`config.mk`:
```
export PLATFORM = sky130hd
export DESIGN_NAME = asteroid_mover_flat
export DESIGN_NICKNAME = d
export VERILOG_FILES = /design/src/rtl/asteroid_mover_if.sv /design/src/rtl/asteroid_mover.sv /design/src/flat_wrapper.sv
export SDC_FILE = /design/constraint.sdc
export NUM_CORES = 1
export LEC_CHECK = 0
export CORE_ASPECT_RATIO = 0.75
export CORE_MARGIN = 4
export CORE_UTILIZATION = 57
export DETAILED_ROUTE_END_ITERATION = 10
export HOLD_SLACK_MARGIN = 0.08
export PLACE_DENSITY = 0.9
export REMOVE_ABC_BUFFERS = 1
export SLEW_MARGIN = 10
export SYNTH_ARGS = -nofsm -noshare
export SYNTH_HDL_FRONTEND = slang
export SYNTH_SLANG_ARGS = --single-unit
export TNS_END_PERCENT = 1
```
`constraint.sdc`:
```
create_clock -name clock -period 5.8 [get_ports clock]
set_input_delay 0.58 -clock clock [delete_from_list [all_inputs] [get_ports clock]]
set_output_delay 0.58 -clock clock [all_outputs]
set_load 0.1 [all_outputs]
```
`src/rtl/asteroid_mover_if.sv`:
```
`default_nettype none
// ============================================================================
//  Module      : asteroid_mover_if
//  Description : Control/status bundle between a lane controller and one
//                asteroid motion engine. Controller drives frame tick,
//                spawn and hit. Mover returns coordinates and status flags.
//  Revision    : 1.0 - initial release
// ============================================================================
interface asteroid_mover_if #(
    parameter int XW = 8,
    parameter int YW = 7
);
    logic          tick_i;
    logic          spawn_i;
    logic          hit_i;
    logic [XW-1:0] x_o;
    logic [YW-1:0] y_o;
    logic          active_o;
    logic          exploding_o;
    logic          exited_o;

    modport master (
        output tick_i, spawn_i, hit_i,
        input  x_o, y_o, active_o, exploding_o, exited_o
    );

    modport slave (
        input  tick_i, spawn_i, hit_i,
        output x_o, y_o, active_o, exploding_o, exited_o
    );
endinterface
`default_nettype wire

```
`src/rtl/asteroid_mover.sv`:
```
`default_nettype none
// ============================================================================
//  Module      : asteroid_mover
//  Description : Single-asteroid motion engine. Spawns at a fixed entry
//                point, steps along one axis at a tick-divided rate, and
//                either despawns or wraps at the screen edge. A hit starts
//                a timed explosion, after which the asteroid returns to idle.
//  Revision    : 1.0 - initial release
// ============================================================================
module asteroid_mover #(
    parameter int X_MAX          = 159,
    parameter int Y_MAX          = 119,
    parameter int XW             = 8,
    parameter int YW             = 7,
    parameter int START_X        = 23,
    parameter int START_Y        = 119,
    parameter int DIR            = 3,
    parameter int STEP_PERIOD    = 1,
    parameter int STEP_SIZE      = 1,
    parameter int WRAP           = 0,
    parameter int EXPLODE_FRAMES = 8
) (
    input  wire logic            clock,
    input  wire logic            reset,
    asteroid_mover_if.slave      bus
);

    // Coordinate arithmetic runs one bit wider than the coordinate so the
    // edge compare never sees a modular wrap.
    localparam logic [XW:0] c_X_STEP  = (XW+1)'(STEP_SIZE);
    localparam logic [XW:0] c_X_MAX   = (XW+1)'(X_MAX);
    localparam logic [XW:0] c_X_SPAN  = (XW+1)'(X_MAX + 1);
    localparam logic [YW:0] c_Y_STEP  = (YW+1)'(STEP_SIZE);
    localparam logic [YW:0] c_Y_MAX   = (YW+1)'(Y_MAX);
    localparam logic [YW:0] c_Y_SPAN  = (YW+1)'(Y_MAX + 1);

    localparam logic [XW-1:0] c_START_X     = XW'(START_X);
    localparam logic [YW-1:0] c_START_Y     = YW'(START_Y);
    localparam logic [7:0]    c_PERIOD_LAST = 8'(STEP_PERIOD - 1);
    localparam logic [7:0]    c_EXPL_LAST   = 8'(EXPLODE_FRAMES - 1);

    typedef enum logic [1:0] {
        ST_IDLE    = 2'd0,
        ST_MOVE    = 2'd1,
        ST_EXPLODE = 2'd2
    } state_t;

    state_t        state_q;
    logic [7:0]    cnt_q;
    logic [XW-1:0] x_q;
    logic [YW-1:0] y_q;
    logic          active_q;
    logic          exploding_q;
    logic          exited_q;

    logic [XW:0]   x_inc;
    logic [XW:0]   x_ext;
    logic [YW:0]   y_inc;
    logic [YW:0]   y_ext;
    logic [XW:0]   x_d;
    logic [YW:0]   y_d;
    logic          oor_d;

    assign x_ext = {1'b0, x_q};
    assign y_ext = {1'b0, y_q};
    assign x_inc = x_ext + c_X_STEP;
    assign y_inc = y_ext + c_Y_STEP;

    // Candidate coordinates after one step on the configured axis, plus the
    // out-of-range flag that decides between step, wrap and despawn.
    always_comb begin
        x_d   = x_ext;
        y_d   = y_ext;
        oor_d = 1'b0;
        case (DIR)
            0: begin
                oor_d = (x_inc > c_X_MAX);
                x_d   = oor_d ? (x_inc - c_X_SPAN) : x_inc;
            end
            1: begin
                oor_d = (x_ext < c_X_STEP);
                x_d   = oor_d ? (x_ext + c_X_SPAN - c_X_STEP) : (x_ext - c_X_STEP);
            end
            2: begin
                oor_d = (y_inc > c_Y_MAX);
                y_d   = oor_d ? (y_inc - c_Y_SPAN) : y_inc;
            end
            default: begin
                oor_d = (y_ext < c_Y_STEP);
                y_d   = oor_d ? (y_ext + c_Y_SPAN - c_Y_STEP) : (y_ext - c_Y_STEP);
            end
        endcase
    end

    // Lifecycle FSM: owns state, shared counter, coordinates and all flags.
    always_ff @(posedge clock or posedge reset) begin
        if (reset) begin
            state_q     <= ST_IDLE;
            cnt_q       <= 8'd0;
            x_q         <= c_START_X;
            y_q         <= c_START_Y;
            active_q    <= 1'b0;
            exploding_q <= 1'b0;
            exited_q    <= 1'b0;
        end else begin
            exited_q <= 1'b0;
            case (state_q)
                ST_IDLE: begin
                    if (bus.spawn_i) begin
                        state_q  <= ST_MOVE;
                        x_q      <= c_START_X;
                        y_q      <= c_START_Y;
                        cnt_q    <= 8'd0;
                        active_q <= 1'b1;
                    end
                end
                ST_MOVE: begin
                    if (bus.hit_i) begin
                        // Hit wins over a same-cycle tick; position freezes.
                        state_q     <= ST_EXPLODE;
                        cnt_q       <= c_EXPL_LAST;
                        active_q    <= 1'b0;
                        exploding_q <= 1'b1;
                    end else if (bus.tick_i) begin
                        if (cnt_q != c_PERIOD_LAST) begin
                            cnt_q <= cnt_q + 8'd1;
                        end else begin
                            cnt_q <= 8'd0;
                            if (oor_d && (WRAP == 0)) begin
                                state_q  <= ST_IDLE;
                                x_q      <= c_START_X;
                                y_q      <= c_START_Y;
                                active_q <= 1'b0;
                                exited_q <= 1'b1;
                            end else begin
                                x_q <= XW'(x_d);
                                y_q <= YW'(y_d);
                            end
                        end
                    end
                end
                ST_EXPLODE: begin
                    if (bus.tick_i) begin
                        if (cnt_q == 8'd0) begin
                            state_q     <= ST_IDLE;
                            x_q         <= c_START_X;
                            y_q         <= c_START_Y;
                            exploding_q <= 1'b0;
                        end else begin
                            cnt_q <= cnt_q - 8'd1;
                        end
                    end
                end
                default: begin
                    state_q     <= ST_IDLE;
                    active_q    <= 1'b0;
                    exploding_q <= 1'b0;
                end
            endcase
        end
    end

    assign bus.x_o         = x_q;
    assign bus.y_o         = y_q;
    assign bus.active_o    = active_q;
    assign bus.exploding_o = exploding_q;
    assign bus.exited_o    = exited_q;

endmodule
`default_nettype wire

```
`src/flat_wrapper.sv`:
```
// flat-port wrapper written by rule: the top's interface ports become plain ports
module asteroid_mover_flat 
#(
    parameter int X_MAX          = 159,
    parameter int Y_MAX          = 119,
    parameter int XW             = 8,
    parameter int YW             = 7,
    parameter int START_X        = 23,
    parameter int START_Y        = 119,
    parameter int DIR            = 3,
    parameter int STEP_PERIOD    = 1,
    parameter int STEP_SIZE      = 1,
    parameter int WRAP           = 0,
    parameter int EXPLODE_FRAMES = 8
)
  (clock, reset, bus_tick_i, bus_spawn_i, bus_hit_i, bus_x_o, bus_y_o, bus_active_o, bus_exploding_o, bus_exited_o);
  asteroid_mover_if #(.XW(XW), .YW(YW)) bus_i ();
  input  wire logic clock;
  input  wire logic reset;
  input wire logic [$bits(bus_i.tick_i)-1:0] bus_tick_i;
  input wire logic [$bits(bus_i.spawn_i)-1:0] bus_spawn_i;
  input wire logic [$bits(bus_i.hit_i)-1:0] bus_hit_i;
  output wire logic [$bits(bus_i.x_o)-1:0] bus_x_o;
  output wire logic [$bits(bus_i.y_o)-1:0] bus_y_o;
  output wire logic [$bits(bus_i.active_o)-1:0] bus_active_o;
  output wire logic [$bits(bus_i.exploding_o)-1:0] bus_exploding_o;
  output wire logic [$bits(bus_i.exited_o)-1:0] bus_exited_o;
  assign bus_i.tick_i = bus_tick_i;
  assign bus_i.spawn_i = bus_spawn_i;
  assign bus_i.hit_i = bus_hit_i;
  assign bus_x_o = bus_i.x_o;
  assign bus_y_o = bus_i.y_o;
  assign bus_active_o = bus_i.active_o;
  assign bus_exploding_o = bus_i.exploding_o;
  assign bus_exited_o = bus_i.exited_o;
  asteroid_mover #(.X_MAX(X_MAX), .Y_MAX(Y_MAX), .XW(XW), .YW(YW), .START_X(START_X), .START_Y(START_Y), .DIR(DIR), .STEP_PERIOD(STEP_PERIOD), .STEP_SIZE(STEP_SIZE), .WRAP(WRAP), .EXPLODE_FRAMES(EXPLODE_FRAMES)) u_core (.clock(clock), .reset(reset), .bus(bus_i));
endmodule
```
== Word level (Yosys, flattened, before mapping) ==
Index checks and enable logic that the tools add are counted.

* Flip-flop bits (word level): 28
* Bits of input ports: 5
* Output and inout port bits: 18

* Add/subtract/negate cells: 3
* Magnitude comparators: 1
* Eq/ne operators: 14
* Mux-type cells: 46
* Bitwise gates (word level): 2
* Reduce and logical (&&, ||, !) cells: 10

{| class="wikitable"
|+ Operator list
! cell !! count
|-
| 8-bit 2-to-1 mux || 13
|-
| 7-bit 2-to-1 mux || 7
|-
| 8-bit case mux with 3 select lines || 2
|-
| 7-bit case mux with 3 select lines || 1
|-
| 2-bit 2-to-1 mux || 7
|-
| 2-bit inequality test, second input constant || 7
|-
| 1-bit 2-to-1 mux || 13
|-
| 5-bit AND reduction || 2
|-
| 8-bit by 1-bit adder with 8-bit output, second input constant || 1
|-
| 8-bit logical NOT || 1
|-
| 8-bit AND reduction || 1
|-
| 8-bit nonzero test || 1
|-
| 8-bit by 1-bit subtractor with 8-bit output, second input constant || 1
|-
| 7-bit by 1-bit less-than comparator with 1-bit output, second input constant || 1
|-
| 7-bit AND reduction || 1
|-
| 7-bit by 1-bit subtractor with 7-bit output, second input constant || 1
|-
| 3-bit inequality test, second input constant || 2
|-
| 1-bit case mux with 3 select lines || 2
|-
| 2-bit case mux with 3 select lines || 1
|-
| 6-bit AND reduction || 1
|-
| 2-bit by 1-bit inequality test with 1-bit output, second input constant || 2
|-
| 4-bit AND reduction || 1
|-
| 3-bit by 2-bit inequality test with 1-bit output, second input constant || 1
|-
| 3-bit nonzero test || 1
|-
| 4 further kinds || 5
|}

== Longest topological paths before layout ==
* Depth in word-level cells: 6
* Mapped depth: 8

== Least setup slack after synthesis ==
No wires, ideal clock.

* Path type: register to register
* Start point: register u_core.y_q[3], in the netlist u_core.bus.y_o[3]
* End point: register u_core.state_q[0]
* Library setup time: 125 ps
* Data arrival time: 2040 ps
* Required time: 5675 ps
* Setup slack: 3635 ps
* Stages on the path, launching flop included: 6
* Path buffers: 0
* Cell sequence: dfrtp_1 > nor4_2 > nand2_1 > o21a_2 > nand2b_4 > mux2_4

* Longest elaborated chain between the ends: 3

{| class="wikitable"
|+ RTL lines
! element !! line !! text
|-
| from (decl) || asteroid_mover.sv:51 || <nowiki>logic [YW-1:0] y_q;</nowiki>
|-
| from (signal assigned) || asteroid_mover.sv:101 || <nowiki>y_q <= c_START_Y;</nowiki>
|-
| from (signal assigned) || asteroid_mover.sv:112 || <nowiki>y_q <= c_START_Y;</nowiki>
|-
| from (signal assigned) || asteroid_mover.sv:132 || <nowiki>y_q <= c_START_Y;</nowiki>
|-
| 7-bit by 1-bit less-than comparator with 1-bit output || asteroid_mover.sv:89 || <nowiki>oor_d = (y_ext < c_Y_STEP);</nowiki>
|-
| 3-bit by 2-bit inequality test with 1-bit output (no source line) || -- ||
|-
| 6-bit AND reduction (no source line) || -- ||
|-
| to (signal assigned) || asteroid_mover.sv:98 || <nowiki>state_q <= ST_IDLE;</nowiki>
|-
| to (signal assigned) || asteroid_mover.sv:110 || <nowiki>state_q <= ST_MOVE;</nowiki>
|-
| to (signal assigned) || asteroid_mover.sv:120 || <nowiki>state_q <= ST_EXPLODE;</nowiki>
|-
| to (decl) || asteroid_mover.sv:48 || <nowiki>state_t state_q;</nowiki>
|}

No other way between the ends.
A chain may end at the register's enable or synchronous reset.

== Worst setup path after layout ==
* Start point: register u_core.y_q[4], in the netlist u_core.bus.y_o[4]
* End point: output port bus_y_o[4]

{| class="wikitable"
|+ RTL lines
! element !! line !! text
|-
| to (decl) || flat_wrapper.sv:24 || <nowiki>output wire logic [$bits(bus_i.y_o)-1:0] bus_y_o;</nowiki>
|}

No word-level cell between the ends.

==> impl_metrics.py <==
metrics = {
    "synth": {
        "async_flop_share_pct": 100,
        "yosysMostFrequentCell": "nand2_1",
        "ys_ff_latch": 20,
        "synth_top_family_by_area": "compound AO/OA/AOI/OAI gates",
        "synthMuxAreaShare_pct": 1.93,
        "synth_flop_cell": "dfrtp_1",
        "synthAdderAreaFrac_pct": 7.24,
        "ys_top_cells_by_area": "dfrtp_1, dfstp_2, ha_1",
        "synth_cell_types": 51,
        "synthCells": 177,
        "synthXorXnorAreaFrac_pct": 2.25,
        "synthTopCellsByCount": "nand2_1, inv_1, dfrtp_1",
        "netlist_area_mm2": 0.00156,
        "synth_area_leader_cell": "dfrtp_1",
        "synth_area_per_cell_um2": 8.79,
        "synth.top_cell.area_share_pct": 22.5,
        "yosysWarnings": 0,
        "synth_compound_area_share_pct": 23.3,
        "synth_edf_count": 0,
        "yosysSeqAreaShare_pct": 32.7,
        "synthSimpleGateAreaFrac_pct": 22.3,
    },
    "setup_path": {
        "reg2reg_from": "u_core.state_q[1]",
        "cp_data_required_time_ps": 5220,
        "cp-end-kind": "output pin",
        "crit_type": "reg -> out",
        "crit_slowest_cell": "clkdlybuf4s50_1",
        "reg2reg_slack_ps": 3340,
        "cp_num_buf_inv": 1,
        "max_stage_delay_ps": 1150,
        "path_delay_family": "buffers and inverters",
        "cp_cell_sequence": "clkdlybuf4s50_1",
        "cp.arrival_ps": 2070,
        "critPathMaxFanout": 6,
        "cp-start-kind": "register",
        "r2r_cells": 7,
        "r2r_end": "u_core.cnt_q[4]",
    },
    "power": {
        "power.density_mw_per_mm2": 607,
        "peakVddDrop_mv": 0.402,
        "p_leak_uw": 0.000712,
    },
    "routing": {
        "drtAntennaViolNets": 0,
        "drt_pre_antenna_iters": 7,
        "routed_wl_um": 3390,
        "drc": 0,
        "wire_per_inst_um": 15.3,
        "drtIter0Drc": 108,
        "vias_per_cell": 6.11,
        "num_vias": 1350,
    },
    "cts": {
        "numCtsBuffers": 3,
        "ctsHtreeMaxLevel": 1,
        "cts_sinks": 20,
        "postCtsHoldBufs": 0,
        "cts-root-buf": "clkbuf_4",
        "post_cts_buffers": 0,
        "cts_buffer_depth": 2,
        "clk_pin_slew_ps": 130,
        "cts_resized": 0,
        "clk_latency_ps": 300,
        "cts_tree": "yes",
    },
    "global_routing": {
        "grt_pass1_wl_um": 5870,
        "grt_use_total_pct": 21.4,
        "grt_start_max_net_pins": 21,
        "grt_pass1_vias": 1253,
        "grt_overflow": 0,
        "antenna_found_initial": 0,
    },
    "placement": {
        "port_buffers": 14,
        "gp_congestion": 0.966,
        "placedCellCount": 217,
        "dp_hpwl_um": 2580,
    },
    "min_path": {
        "holdPathStages": 1,
        "hp-class": "reg -> reg",
        "whs_endpoint": "u_core.bus.active_o",
        "min_from": "u_core.bus.active_o",
    },
    "finish": {
        "drive_gt1_share_pct": 13.0,
        "antennaDiodeCount": 0,
        "area_growth_pct": 10.5,
        "fillers": 201,
        "layout.nets": 200,
        "seqCellArea_um2": 508,
        "final-instance-count-excl-fill": 221,
        "multi_input_area_um2": 917,
    },
    "sta": {
        "final.setup_skew_ps": 19.4,
        "setup_tns_ps": 0,
        "fmax_ghz": 0.377,
        "relSlewSlack_pct": 34.6,
        "finalSetupViolations": 0,
        "finalMaxSlewViolations": 0,
        "hold_viol": 0,
        "worst_pin_slew_ps": 978,
        "min_period_ps": 2650,
        "grt_setup_unrepaired": "false",
        "min_period_over_period_pct": 45.8,
    },
    "die": {
        "core-area_mm2": 0.00260,
        "num_io_pins": 23,
        "die_h_um": 53.2,
        "die_x_um": 68.3,
        "rows": 16,
        "dieArea_mm2": 0.00364,
        "start_util_pct": 59.8,
    },
    "job": {
        "max_cap_viol_count": 0,
    },
    "run_status": {
        "status": "completed",
    },
}
## area by class of cell
class,count,area share (%)
multi-input combinational,132,53.3
sequential,20,29.5
timing repair buffer,14,8.15
inverter,15,3.28
tap,36,2.62
clock inverter,1,1.75
clock buffer,3,1.31
## report_power, final
part	internal, uW	total (uW)	switching [uW]
clock	69.8	113	43.5
sequential	192	261	69.1
combinational	220	670	450
total	481	1040	563
## per-stage QoR
step / power [uW] / instance area [um2] / utilization (%) / setup WS, ps / hold slack [ps]
CTS: 1040 / 1720 / 66.1 / 3140 / 522
finish: 1040 / 1720 / 66.1 / 3150 / 518
global route: 1110 / 1720 / 66.1 / 3090 / 546
global placement: 898 / 1670 / 64.0 / 3160 / 485
floorplan: 779 / 1480 / - / 3640 / 516
detailed placement: 925 / 1670 / 64.0 / 2960 / 492
## cell families (layout without fill, tap and decap cells)
family,Yosys count,count (layout)
AND/OR/NAND/NOR,58,58
adder cells (fa/ha/maj),9,9
AO/OA/AOI/OAI,51,51
other,2,8
multiplexers,2,2
buffers and inverters,31,33
XOR/XNOR,4,4
flip-flops,20,20
## layout by cell type (no fill, tap or decap), types with 2 or more instances in the layout
master and instances:
a21o_1 2, a21oi_1 10, a22o_1 3, a31oi_1 4
clkbuf_4 3, clkdlybuf4s50_1 14, conb_1 8, dfrtp_1 14
dfstp_2 6, ha_1 9, inv_1 15, mux2_4 2
nand2_1 18, nand2b_1 2, nand3_1 7, nand3b_1 2
nand4_1 2, nor2_1 8, nor2b_1 3, nor3_1 4
nor3b_1 2, nor4_1 2, o211ai_1 2, o21ai_0 10
o2bb2ai_1 6, xnor2_1 3
## state kept, by name, summed over array words and instances (netlist names)
name                    count
u_core.bus.exited_o         1
u_core.state_q              2
u_core.bus.exploding_o      1
u_core.cnt_q                8
u_core.bus.y_o              7
u_core.bus.active_o         1
## worst max-delay path by stage
| stage | start | end | cells after the start |
|---|---|---|---|
| final | u_core.bus.y_o[4] | bus_y_o[4] | 1 |
| after global routing | bus_hit_i | u_core.cnt_q[4] | 6 |
| after CTS | u_core.bus.y_o[4] | bus_y_o[4] | 1 |
| after detailed placement | bus_hit_i | u_core.cnt_q[4] | 6 |
| after global placement | bus_hit_i | u_core.cnt_q[7] | 6 |
| after floorplan | u_core.bus.y_o[3] | u_core.state_q[0] | 5 |
## per-layer routing
metal	track usage, %	vias up	part of all wire (%)
li1	-	633	-
met1	29.7	615	43
met2	33.6	93	46
met3	5.94	9	10
met4	2.97	0	1.2
met5	0	-	0
Note: power is estimated with default switching activity, not from simulation.
